### src/rtl/op_reg_bank_if.sv
// rtl/op_reg_bank_if.sv - host write/read bus and status lines of the operand register bank
interface op_reg_bank_if #(
  parameter int DATA_W = 32
);
  logic                  write_en;
  logic [31:0]           write_addr;
  logic [DATA_W-1:0]     write_data;
  logic [DATA_W/8-1:0]   write_strb;
  logic [31:0]           read_addr;
  logic [DATA_W-1:0]     read_data;
  logic                  busy;
  logic                  done;
  logic                  err;

  modport master (
    output write_en, write_addr, write_data, write_strb, read_addr,
    input  read_data, busy, done, err
  );

  modport slave (
    input  write_en, write_addr, write_data, write_strb, read_addr,
    output read_data, busy, done, err
  );
endinterface

### src/rtl/op_reg_bank.sv
// rtl/op_reg_bank.sv - register bank with a small ALU/memory-op sequencer; OP_REG_BANK_MUL_EN adds shift-add MUL
module op_reg_bank #(
  parameter int DATA_W   = 32,
  parameter int NUM_REGS = 16
) (
  input  logic         clk,
  input  logic         reset,
  op_reg_bank_if.slave bus
);
  localparam int IDX_W = $clog2(NUM_REGS);
  localparam int NB    = DATA_W / 8;

  localparam logic [1:0] ST_IDLE = 2'd0;
  localparam logic [1:0] ST_EXEC = 2'd1;
  localparam logic [1:0] ST_WB   = 2'd2;

  localparam logic [IDX_W-1:0] R_OPA  = IDX_W'(0);
  localparam logic [IDX_W-1:0] R_OPB  = IDX_W'(1);
  localparam logic [IDX_W-1:0] R_CTRL = IDX_W'(2);
  localparam logic [IDX_W-1:0] R_RES  = IDX_W'(3);
  localparam logic [IDX_W-1:0] R_SEL  = IDX_W'(4);
  localparam logic [IDX_W-1:0] R_STAT = IDX_W'(5);
  localparam logic [IDX_W-1:0] R_MEM0 = IDX_W'(6);

  localparam logic [3:0] OP_ADD = 4'd0;
  localparam logic [3:0] OP_SUB = 4'd1;
  localparam logic [3:0] OP_AND = 4'd2;
  localparam logic [3:0] OP_OR  = 4'd3;
  localparam logic [3:0] OP_XOR = 4'd4;
  localparam logic [3:0] OP_LDA = 4'd5;
  localparam logic [3:0] OP_MPL = 4'd6;
  localparam logic [3:0] OP_MMI = 4'd7;
  localparam logic [3:0] OP_MR  = 4'd8;
  localparam logic [3:0] OP_MC  = 4'd9;
  localparam logic [3:0] OP_MUL = 4'd10;

  logic [DATA_W-1:0] regs [NUM_REGS];
  logic [1:0]        state;
  logic [3:0]        op_q;
  logic [IDX_W-1:0]  sel_q;
  logic [DATA_W-1:0] snap_a, snap_b, snap_m, snap_r;
  logic              done_q, done_sticky, err_q;
  logic [15:0]       op_count;

  logic [IDX_W-1:0]  wr_idx, rd_idx, sel_now;
  logic [DATA_W-1:0] wmask, wmerged, wkeep;
  logic [63:0]       wd_ext, status_word;
  logic              start_req, accept, reject, exec_done;
  logic              wb_en, op_bad, wb_fire, host_ok, mem_bad;
  logic [IDX_W-1:0]  wb_idx;
  logic [DATA_W-1:0] wb_val;

  assign wr_idx  = bus.write_addr[IDX_W+1:2];
  assign rd_idx  = bus.read_addr[IDX_W+1:2];
  assign sel_now = regs[R_SEL][IDX_W-1:0];

  always_comb begin
    wmask = '0;
    for (int i = 0; i < NB; i++) wmask[8*i +: 8] = {8{bus.write_strb[i]}};
  end

  assign wmerged = (regs[wr_idx] & ~wmask) | (bus.write_data & wmask);
  assign wd_ext  = 64'(bus.write_data & wmask);

  // CTRL keeps only the opcode (start reads back 0); MEM_SEL keeps only the index
  always_comb begin
    case (wr_idx)
      R_CTRL:  wkeep = DATA_W'(4'hF);
      R_SEL:   wkeep = DATA_W'({IDX_W{1'b1}});
      default: wkeep = '1;
    endcase
  end

  assign start_req = bus.write_en && (wr_idx == R_CTRL) && wd_ext[4];
  assign accept    = start_req && (state == ST_IDLE);
  assign reject    = start_req && (state != ST_IDLE);
  assign mem_bad   = sel_q < R_MEM0;

`ifdef OP_REG_BANK_MUL_EN
  localparam int CNT_W = $clog2(DATA_W) + 1;
  logic [CNT_W-1:0]  mul_cnt;
  logic [DATA_W-1:0] mul_a, mul_b, mul_acc;

  always_ff @(posedge clk) begin
    if (reset) begin
      mul_cnt <= '0;
      mul_a   <= '0;
      mul_b   <= '0;
      mul_acc <= '0;
    end else if (accept) begin
      mul_cnt <= '0;
      mul_a   <= regs[R_OPA];
      mul_b   <= regs[R_OPB];
      mul_acc <= '0;
    end else if (state == ST_EXEC && op_q == OP_MUL) begin
      mul_cnt <= mul_cnt + 1'b1;
      if (mul_b[0]) mul_acc <= mul_acc + mul_a;
      mul_a <= mul_a << 1;
      mul_b <= mul_b >> 1;
    end
  end

  assign exec_done = (op_q != OP_MUL) || (mul_cnt == CNT_W'(DATA_W - 1));
`else
  assign exec_done = 1'b1;
`endif

  always_comb begin
    wb_en  = 1'b0;
    op_bad = 1'b0;
    wb_idx = R_RES;
    wb_val = '0;
    case (op_q)
      OP_ADD: begin wb_en = 1'b1; wb_val = snap_a + snap_b; end
      OP_SUB: begin wb_en = 1'b1; wb_val = snap_a - snap_b; end
      OP_AND: begin wb_en = 1'b1; wb_val = snap_a & snap_b; end
      OP_OR:  begin wb_en = 1'b1; wb_val = snap_a | snap_b; end
      OP_XOR: begin wb_en = 1'b1; wb_val = snap_a ^ snap_b; end
      OP_LDA: begin wb_en = !mem_bad; op_bad = mem_bad; wb_idx = R_OPA; wb_val = snap_m; end
      OP_MPL: begin wb_en = !mem_bad; op_bad = mem_bad; wb_idx = sel_q; wb_val = snap_m + snap_r; end
      OP_MMI: begin wb_en = !mem_bad; op_bad = mem_bad; wb_idx = sel_q; wb_val = snap_m - snap_r; end
      OP_MR:  begin wb_en = !mem_bad; op_bad = mem_bad; wb_val = snap_m; end
      OP_MC:  begin wb_en = !mem_bad; op_bad = mem_bad; wb_idx = sel_q; end
`ifdef OP_REG_BANK_MUL_EN
      OP_MUL: begin wb_en = 1'b1; wb_val = mul_acc; end
`endif
      default: op_bad = 1'b1;
    endcase
  end

  // writeback owns its target register for that edge; a colliding host write is dropped
  assign wb_fire = (state == ST_WB) && wb_en;
  assign host_ok = bus.write_en && (wr_idx != R_RES) && (wr_idx != R_STAT)
                   && !(wb_fire && (wr_idx == wb_idx));

  always_ff @(posedge clk) begin
    if (reset) begin
      for (int i = 0; i < NUM_REGS; i++) regs[i] <= '0;
      state       <= ST_IDLE;
      op_q        <= '0;
      sel_q       <= '0;
      snap_a      <= '0;
      snap_b      <= '0;
      snap_m      <= '0;
      snap_r      <= '0;
      done_q      <= 1'b0;
      done_sticky <= 1'b0;
      err_q       <= 1'b0;
      op_count    <= '0;
    end else begin
      done_q <= 1'b0;
      if (host_ok) regs[wr_idx] <= wmerged & wkeep;
      if (bus.write_en && wr_idx == R_STAT) begin
        if (wd_ext[30]) done_sticky <= 1'b0;
        if (wd_ext[29]) err_q <= 1'b0;
      end
      if (reject) err_q <= 1'b1;
      case (state)
        ST_IDLE: if (accept) begin
          state  <= ST_EXEC;
          op_q   <= wd_ext[3:0];
          sel_q  <= sel_now;
          snap_a <= regs[R_OPA];
          snap_b <= regs[R_OPB];
          snap_m <= regs[sel_now];
          snap_r <= regs[R_RES];
        end
        ST_EXEC: if (exec_done) state <= ST_WB;
        ST_WB: begin
          state       <= ST_IDLE;
          done_q      <= 1'b1;
          done_sticky <= 1'b1;
          op_count    <= op_count + 16'd1;
          if (op_bad) err_q <= 1'b1;
          if (wb_en) regs[wb_idx] <= wb_val;
        end
        default: state <= ST_IDLE;
      endcase
    end
  end

  assign status_word = {32'b0, bus.busy, done_sticky, err_q, 13'b0, op_count};

  always_comb begin
    if (rd_idx == R_STAT) bus.read_data = status_word[DATA_W-1:0];
    else                  bus.read_data = regs[rd_idx];
  end

  assign bus.busy = (state != ST_IDLE);
  assign bus.done = done_q;
  assign bus.err  = err_q;

  logic unused_bits;
  assign unused_bits = &{1'b0, bus.write_addr[31:IDX_W+2], bus.write_addr[1:0],
                         bus.read_addr[31:IDX_W+2], bus.read_addr[1:0], wd_ext, status_word};
endmodule

### src/flat_wrapper.sv
// flat-port wrapper written by rule: the top's interface ports become plain ports
module op_reg_bank_flat 
#(
  parameter int DATA_W   = 32,
  parameter int NUM_REGS = 16
)
  (clk, reset, bus_write_en, bus_write_addr, bus_write_data, bus_write_strb, bus_read_addr, bus_read_data, bus_busy, bus_done, bus_err);
  op_reg_bank_if #(.DATA_W(DATA_W)) bus_i ();
  input  logic clk;
  input  logic reset;
  input wire logic [$bits(bus_i.write_en)-1:0] bus_write_en;
  input wire logic [$bits(bus_i.write_addr)-1:0] bus_write_addr;
  input wire logic [$bits(bus_i.write_data)-1:0] bus_write_data;
  input wire logic [$bits(bus_i.write_strb)-1:0] bus_write_strb;
  input wire logic [$bits(bus_i.read_addr)-1:0] bus_read_addr;
  output wire logic [$bits(bus_i.read_data)-1:0] bus_read_data;
  output wire logic [$bits(bus_i.busy)-1:0] bus_busy;
  output wire logic [$bits(bus_i.done)-1:0] bus_done;
  output wire logic [$bits(bus_i.err)-1:0] bus_err;
  assign bus_i.write_en = bus_write_en;
  assign bus_i.write_addr = bus_write_addr;
  assign bus_i.write_data = bus_write_data;
  assign bus_i.write_strb = bus_write_strb;
  assign bus_i.read_addr = bus_read_addr;
  assign bus_read_data = bus_i.read_data;
  assign bus_busy = bus_i.busy;
  assign bus_done = bus_i.done;
  assign bus_err = bus_i.err;
  op_reg_bank #(.DATA_W(DATA_W), .NUM_REGS(NUM_REGS)) u_core (.clk(clk), .reset(reset), .bus(bus_i));
endmodule
### config.mk
export PLATFORM = sky130hd
export DESIGN_NAME = op_reg_bank_flat
export DESIGN_NICKNAME = d
export VERILOG_FILES = /design/src/rtl/op_reg_bank_if.sv /design/src/rtl/op_reg_bank.sv /design/src/flat_wrapper.sv
export SDC_FILE = /design/constraint.sdc
export NUM_CORES = 2
export LEC_CHECK = 0
export CAP_MARGIN = 10
export CORE_MARGIN = 2
export CORE_UTILIZATION = 49
export CTS_CLUSTER_DIAMETER = 60
export CTS_CLUSTER_SIZE = 14
export DETAILED_ROUTE_END_ITERATION = 10
export GPL_TIMING_DRIVEN = 0
export PLACE_DENSITY = 0.74
export SYNTH_ARGS = -nofsm -noshare
export SYNTH_HDL_FRONTEND = slang
export SYNTH_SLANG_ARGS = --single-unit
### constraint.sdc
create_clock -name clk -period 7.94 [get_ports clk]
set_input_delay 1.191 -clock clk [delete_from_list [all_inputs] [get_ports clk]]
set_output_delay 1.191 -clock clk [all_outputs]
set_load 0.01 [all_outputs]
Word-level counts from Yosys, hierarchy flattened

Memories as Yosys holds them, arrays and structs flattened. A register that Yosys moved wholly into a read port is not among the register bits.
Cells that the tools add are included.

Add/sub/neg operators: 5
Magnitude comparators: 1
Equal/unequal tests: 19
Mux-type cells: 32
Bitwise gates (word level): 9
Reduce and logical (&&, ||, !) cells: 26

Operators by type and width:

| cell                                                | count |
|---|---|
| case mux 32 bit (8 select lines)                    | 1 |
| bitwise AND 32 bit                                  | 4 |
| 2-to-1 mux 32 bit                                   | 4 |
| adder 32 bit                                        | 2 |
| bitwise OR 32 bit                                   | 2 |
| OR reduction 32 bit                                 | 2 |
| subtractor 32 bit                                   | 2 |
| NOT 32 bit                                          | 1 |
| bitwise XOR 32 bit                                  | 1 |
| bitwise AND 31 bit                                  | 1 |
| equality test 4 x 3 -> 1 bit, second input constant | 7 |
| 2-to-1 mux 1 bit                                    | 20 |
| adder 16 x 1 -> 16 bit, second input constant       | 1 |
| equality test 4 x 2 -> 1 bit, second input constant | 3 |
| logical AND 1 bit                                   | 10 |
| OR reduction 5 bit                                  | 2 |
| equality test 4 bit, second input constant          | 2 |
| 2-to-1 mux 4 bit                                    | 2 |
| case mux 4 bit (2 select lines)                     | 1 |
| nonzero test 2 bit                                  | 3 |
| equality test 4 x 1 -> 1 bit, second input constant | 1 |
| equality test 4 bit                                 | 1 |
| logical NOT 4 bit                                   | 1 |
| < comparator 4 x 3 -> 1 bit, second input constant  | 1 |
| 13 further kinds                                    | 17 |

Bits in registers: 29
RAM bits: 512
Logic and storage cells: 100
Memories: 1

Memories:

| memory      | words | bits a word | rd ports | clocked after Yosys merged registers in | wr ports | line              | RTL |
|---|---|---|---|---|---|---|---|
| u_core.regs | 16    | 32          | 7        | 4                                       | 16       | op_reg_bank.sv:37 | `logic [DATA_W-1:0] regs [NUM_REGS];` |

Logic depth before layout (Yosys ltp)

Depth after elaboration: 12
Depth in mapped cells: 21
Mapped depth without buffers: 17

Worst setup path before layout

Ideal clock, no wire load.

Path type: input to output
Start point: in bus_read_addr[3]
End point: out bus_read_data[10]
Arrival: 3.296 ns
Data required time: 6.749 ns
Setup slack: 3.453 ns
Cell stages on the path: 6
Path buffers: 3
Cell sequence: clkbuf_1 -> buf_2 -> buf_1 -> mux4_2 -> mux4_2 -> o21a_1

Longest elaborated chain between the ends: 2
Elaborated cells between the ends (all ways): 3

RTL lines:

| what                                                                             | line               | RTL |
|---|---|---|
| start: declaration                                                               | flat_wrapper.sv:15 | `input wire logic [$bits(bus_i.read_addr)-1:0] bus_read_addr;` |
| memory read (16 x 32 bit) / equality test 4 x 3 -> 1 bit (equally long branches) | --                 |  |
| 2-to-1 mux 32 bit *                                                              | op_reg_bank.sv:185 | `if (rd_idx == R_STAT) bus.read_data = status_word[DATA_W-1:0];` |
| end: declaration                                                                 | flat_wrapper.sv:16 | `output wire logic [$bits(bus_i.read_data)-1:0] bus_read_data;` |

Every way passes the cells marked *; elsewhere a longest branch is shown, timed or not.

==> metrics <==
status=finished with violations; violated checks=DRC, capacitance limit, slew limit; worst hold margin=0.480 ns; post-CTS repair timing setup buffer count=0; number of synthesized flops with an enable pin=512; signed area change from the synthesized netlist to the final layout=11.1%; die boundary width=302 um; proportion of synthesized chip area in sequential cells=0.425; Layout Cells excl Fill=5044; vias per cell=7.54; Crit Path Max Fanout=10; count of final max-slew check failures=3; TritonCTS clock tree=done; number of failing setup endpoints in the final timing report=0; upper clock frequency limit=136 MHz; detailed-route DRC error count=11; post-detailed-placement half-perimeter wirelength=135 mm; post-route antenna net violation count=0; Netlist Area Pre-Place=0.0436 sq mm; setup tns final=0 ns; arrival time reported for the critical path endpoint=7.72 ns; critical path data required time=8.30 ns; via count of the first global-routing pass=36600; cell count after synthesis=3595; CTS resizes=0; number of antenna violations at the first check in global routing=11; pre-CTS WS=0.884 ns; Post-Synthesis Mean Instance Area=12.1 sq um; startpoint kind of the worst setup timing path=register; cts hold-fix bufs=0; area of the core region=0.0882 sq mm; first-pass GRT wire length=254 mm; initial standard-cell utilization of the core=0.494; remaining max-slew budget at the tightest pin=-0.120; Post-synth top flop=edfxtp_1; Ys Warns=0; final hold violations=0; async set or reset register ratio after synthesis=0; Initial DRT Pass Iterations=11; nets@finish=4084; number of max-cap violations=1; number of buffers on the longest clock path=3; crit end category=register; cell row count=109; leakage power=16.6 nW; clk root buf=clkbuf_16; number of buffers created by CTS=55; number of DRC markers after the initial detailed-route iteration=7722; maximum number of pins on one net before global-route repair=23; skew final=0.0324 ns; synthesis-stage register bit count=669; Min Clock Period, post-route=7.37 ns; H-tree level count=2; wirelength, routed=183 mm; final setup slack of the worst path=0.572 ns; period utilisation layout=0.928; PD cells=181 mW/mm^2; proportion of layout cells with a drive suffix above 1=0.206; clock latency on the worst-skew pair=0.67 ns; type of the most critical hold path=register to register; final core occ=0.549; clock transition time at the flip-flop clock pins of the worst setup and hold paths=0.07 ns; routability congestion estimate from global placement=1.04; worst voltage drop across the vdd grid=0.000202 V; number of placed cells counting well taps=4951; GRT Overall Usage=0.395; chip height=302 um; R2R setup slack=0.57 ns; number of I/O port buffers=71; number of top-level pins=138; mean routed wirelength per cell=36.3 um; transition at the pin with the smallest max-transition slack=1.68 ns; via total after detailed routing=38000; Die Footprint=0.0914 sq mm; RSZ-0062 raised after global routing=false; GRT Residual Overflow=0; CTS sink cnt=669; critical setup path kind=register to register; number of fill cells in the layout=7376; Distinct cells, synth=94
==> kinds of logic after synthesis <==
kind of cell,after synthesis,synth area share
other,1,0.0000860
AND/OR/NAND/NOR,782,0.0810
buffers and inverters,450,0.0456
multiplexers,511,0.249
AO/OA/AOI/OAI,932,0.138
adder cells (fa/ha/maj),131,0.0379
flip-flops,669,0.425
XOR/XNOR,119,0.0241
==> per-stage QoR <==
stage                     power [mW]  area [sq um]
after floorplan                 5.23         43900
after global placement          5.91         46100
after detailed placement        5.97         46800
after CTS                       8.55         48400
after global routing            8.82         48400
final                           8.77         48500
==> sequential cells by signal, summed over array words and instances (netlist names) <==
| register | cells |
|---|---|
| u_core.bus.done | 1 |
| u_core.bus.err | 1 |
| u_core.snap_r | 32 |
| u_core.op_q | 4 |
| u_core.state | 2 |
| u_core.snap_b | 32 |
| u_core.op_count | 16 |
| u_core.regs | 512 |
| u_core.snap_m | 32 |
| u_core.done_sticky | 1 |
| u_core.sel_q | 4 |
| u_core.snap_a | 32 |
==> cell type report <==
cell class | count | area, sq um | area share
Multi-Input combinational cell | 2563 | 23500 | 0.484
Sequential cell | 669 | 18500 | 0.382
Buffer | 358 | 1640 | 0.0339
Clock buffer | 71 | 1520 | 0.0314
Tap cell | 1165 | 1460 | 0.0301
Timing Repair Buffer | 111 | 1440 | 0.0297
Inverter | 92 | 345 | 0.00713
Clock inverter | 6 | 60.1 | 0.00124
Antenna cell | 9 | 22.5 | 0.000465
==> layer usage <==
layer  wire length [um]  GRT usage  vias up
met5                301     0.0192        -
met4              15500      0.252       18
met3              34500      0.208     1144
met2              76900      0.577     4075
met1              56200      0.455    18100
li1                   -          -    14700
==> critical path, stage by stage, from the launching register on <==
cell and delay (ns):
dfxtp_1 0.40, buf_2 0.30, inv_1 0.19, nor2_1 0.19
buf_4 0.27, clkbuf_1 0.83, nand2_1 0.36, clkbuf_1 0.42
o21ai_0 0.45, inv_1 0.09, ha_1 0.27, nor2b_1 0.15
o31a_1 0.34, o31ai_1 0.31, o211ai_1 0.41, a31oi_2 0.51
xnor2_1 0.14, a221oi_2 0.88, buf_2 0.38, o22ai_1 0.14
==> path summary, 6_finish.rpt <==
kind	start	end	cells past startpoint
hold / removal	u_core.state[1]	u_core.state[1]	1
setup / recovery	u_core.op_q[1]	u_core.regs[6][21]	19
hold reg to reg	u_core.state[1]	u_core.state[1]	1
setup reg to reg	u_core.op_q[1]	u_core.regs[6][21]	19
==> placed cells by master (no fill, tap or decap), drive strengths merged, types with 14 or more instances in the layout <==
cell	netlist	routed
conb	1	88
o31ai	16	16
ha	129	129
inv	92	94
nand2b	18	18
xnor2	73	73
a21o	14	14
edfxtp	512	512
o22ai	357	357
nand2	406	406
nand4	22	22
o21a	35	35
clkbuf	195	267
clkdlybuf4s50	0	71
a211oi	17	17
o21ai	100	100
xor2	46	46
mux2	45	45
and3	16	16
nand3b	14	14
a21oi	249	249
a22oi	31	31
o22a	18	18
dfxtp	157	157
and2	21	21
buf	163	202
mux4	455	455
nor3	22	22
nor2	156	156
or3	15	15
nand3	51	51
a31oi	14	14
nor2b	17	17
==> synth_stat cells, types with 16 or more instances <==
cell      instances  area (sq um)
edfxtp_1        512         15400
buf_1            21          78.8
mux2_2           45           507
nand4_1          22           138
a22oi_1          30           225
o21a_1           35           263
ha_1            129          1610
nor2b_1          17           106
xnor2_1          72           631
nand2_1         406          1520
o21ai_0          93           465
and2_1           20           125
clkbuf_1        195           732
xor2_1           46           403
nor3_1           19          95.1
nand2b_1         18           113
a21oi_1         249          1250
dfxtp_1         157          3140
buf_4            32           240
buf_2           104           521
inv_1            92           345
nor2_1          155           582
o22a_1           18           158
nand3_1          49           245
o22ai_1         343          2150
mux4_2          455         10200
and3_1           16           100
==> report_power, final <==
group	total [mW]	switching [mW]	internal [mW]	leakage, nW
combinational	2.04	1.25	0.796	9.30
clock	2.71	1.35	1.36	0.776
sequential	4.02	0.126	3.90	6.51
total	8.77	2.72	6.05	16.6
No activity file was read; power rests on OpenSTA's default activity.
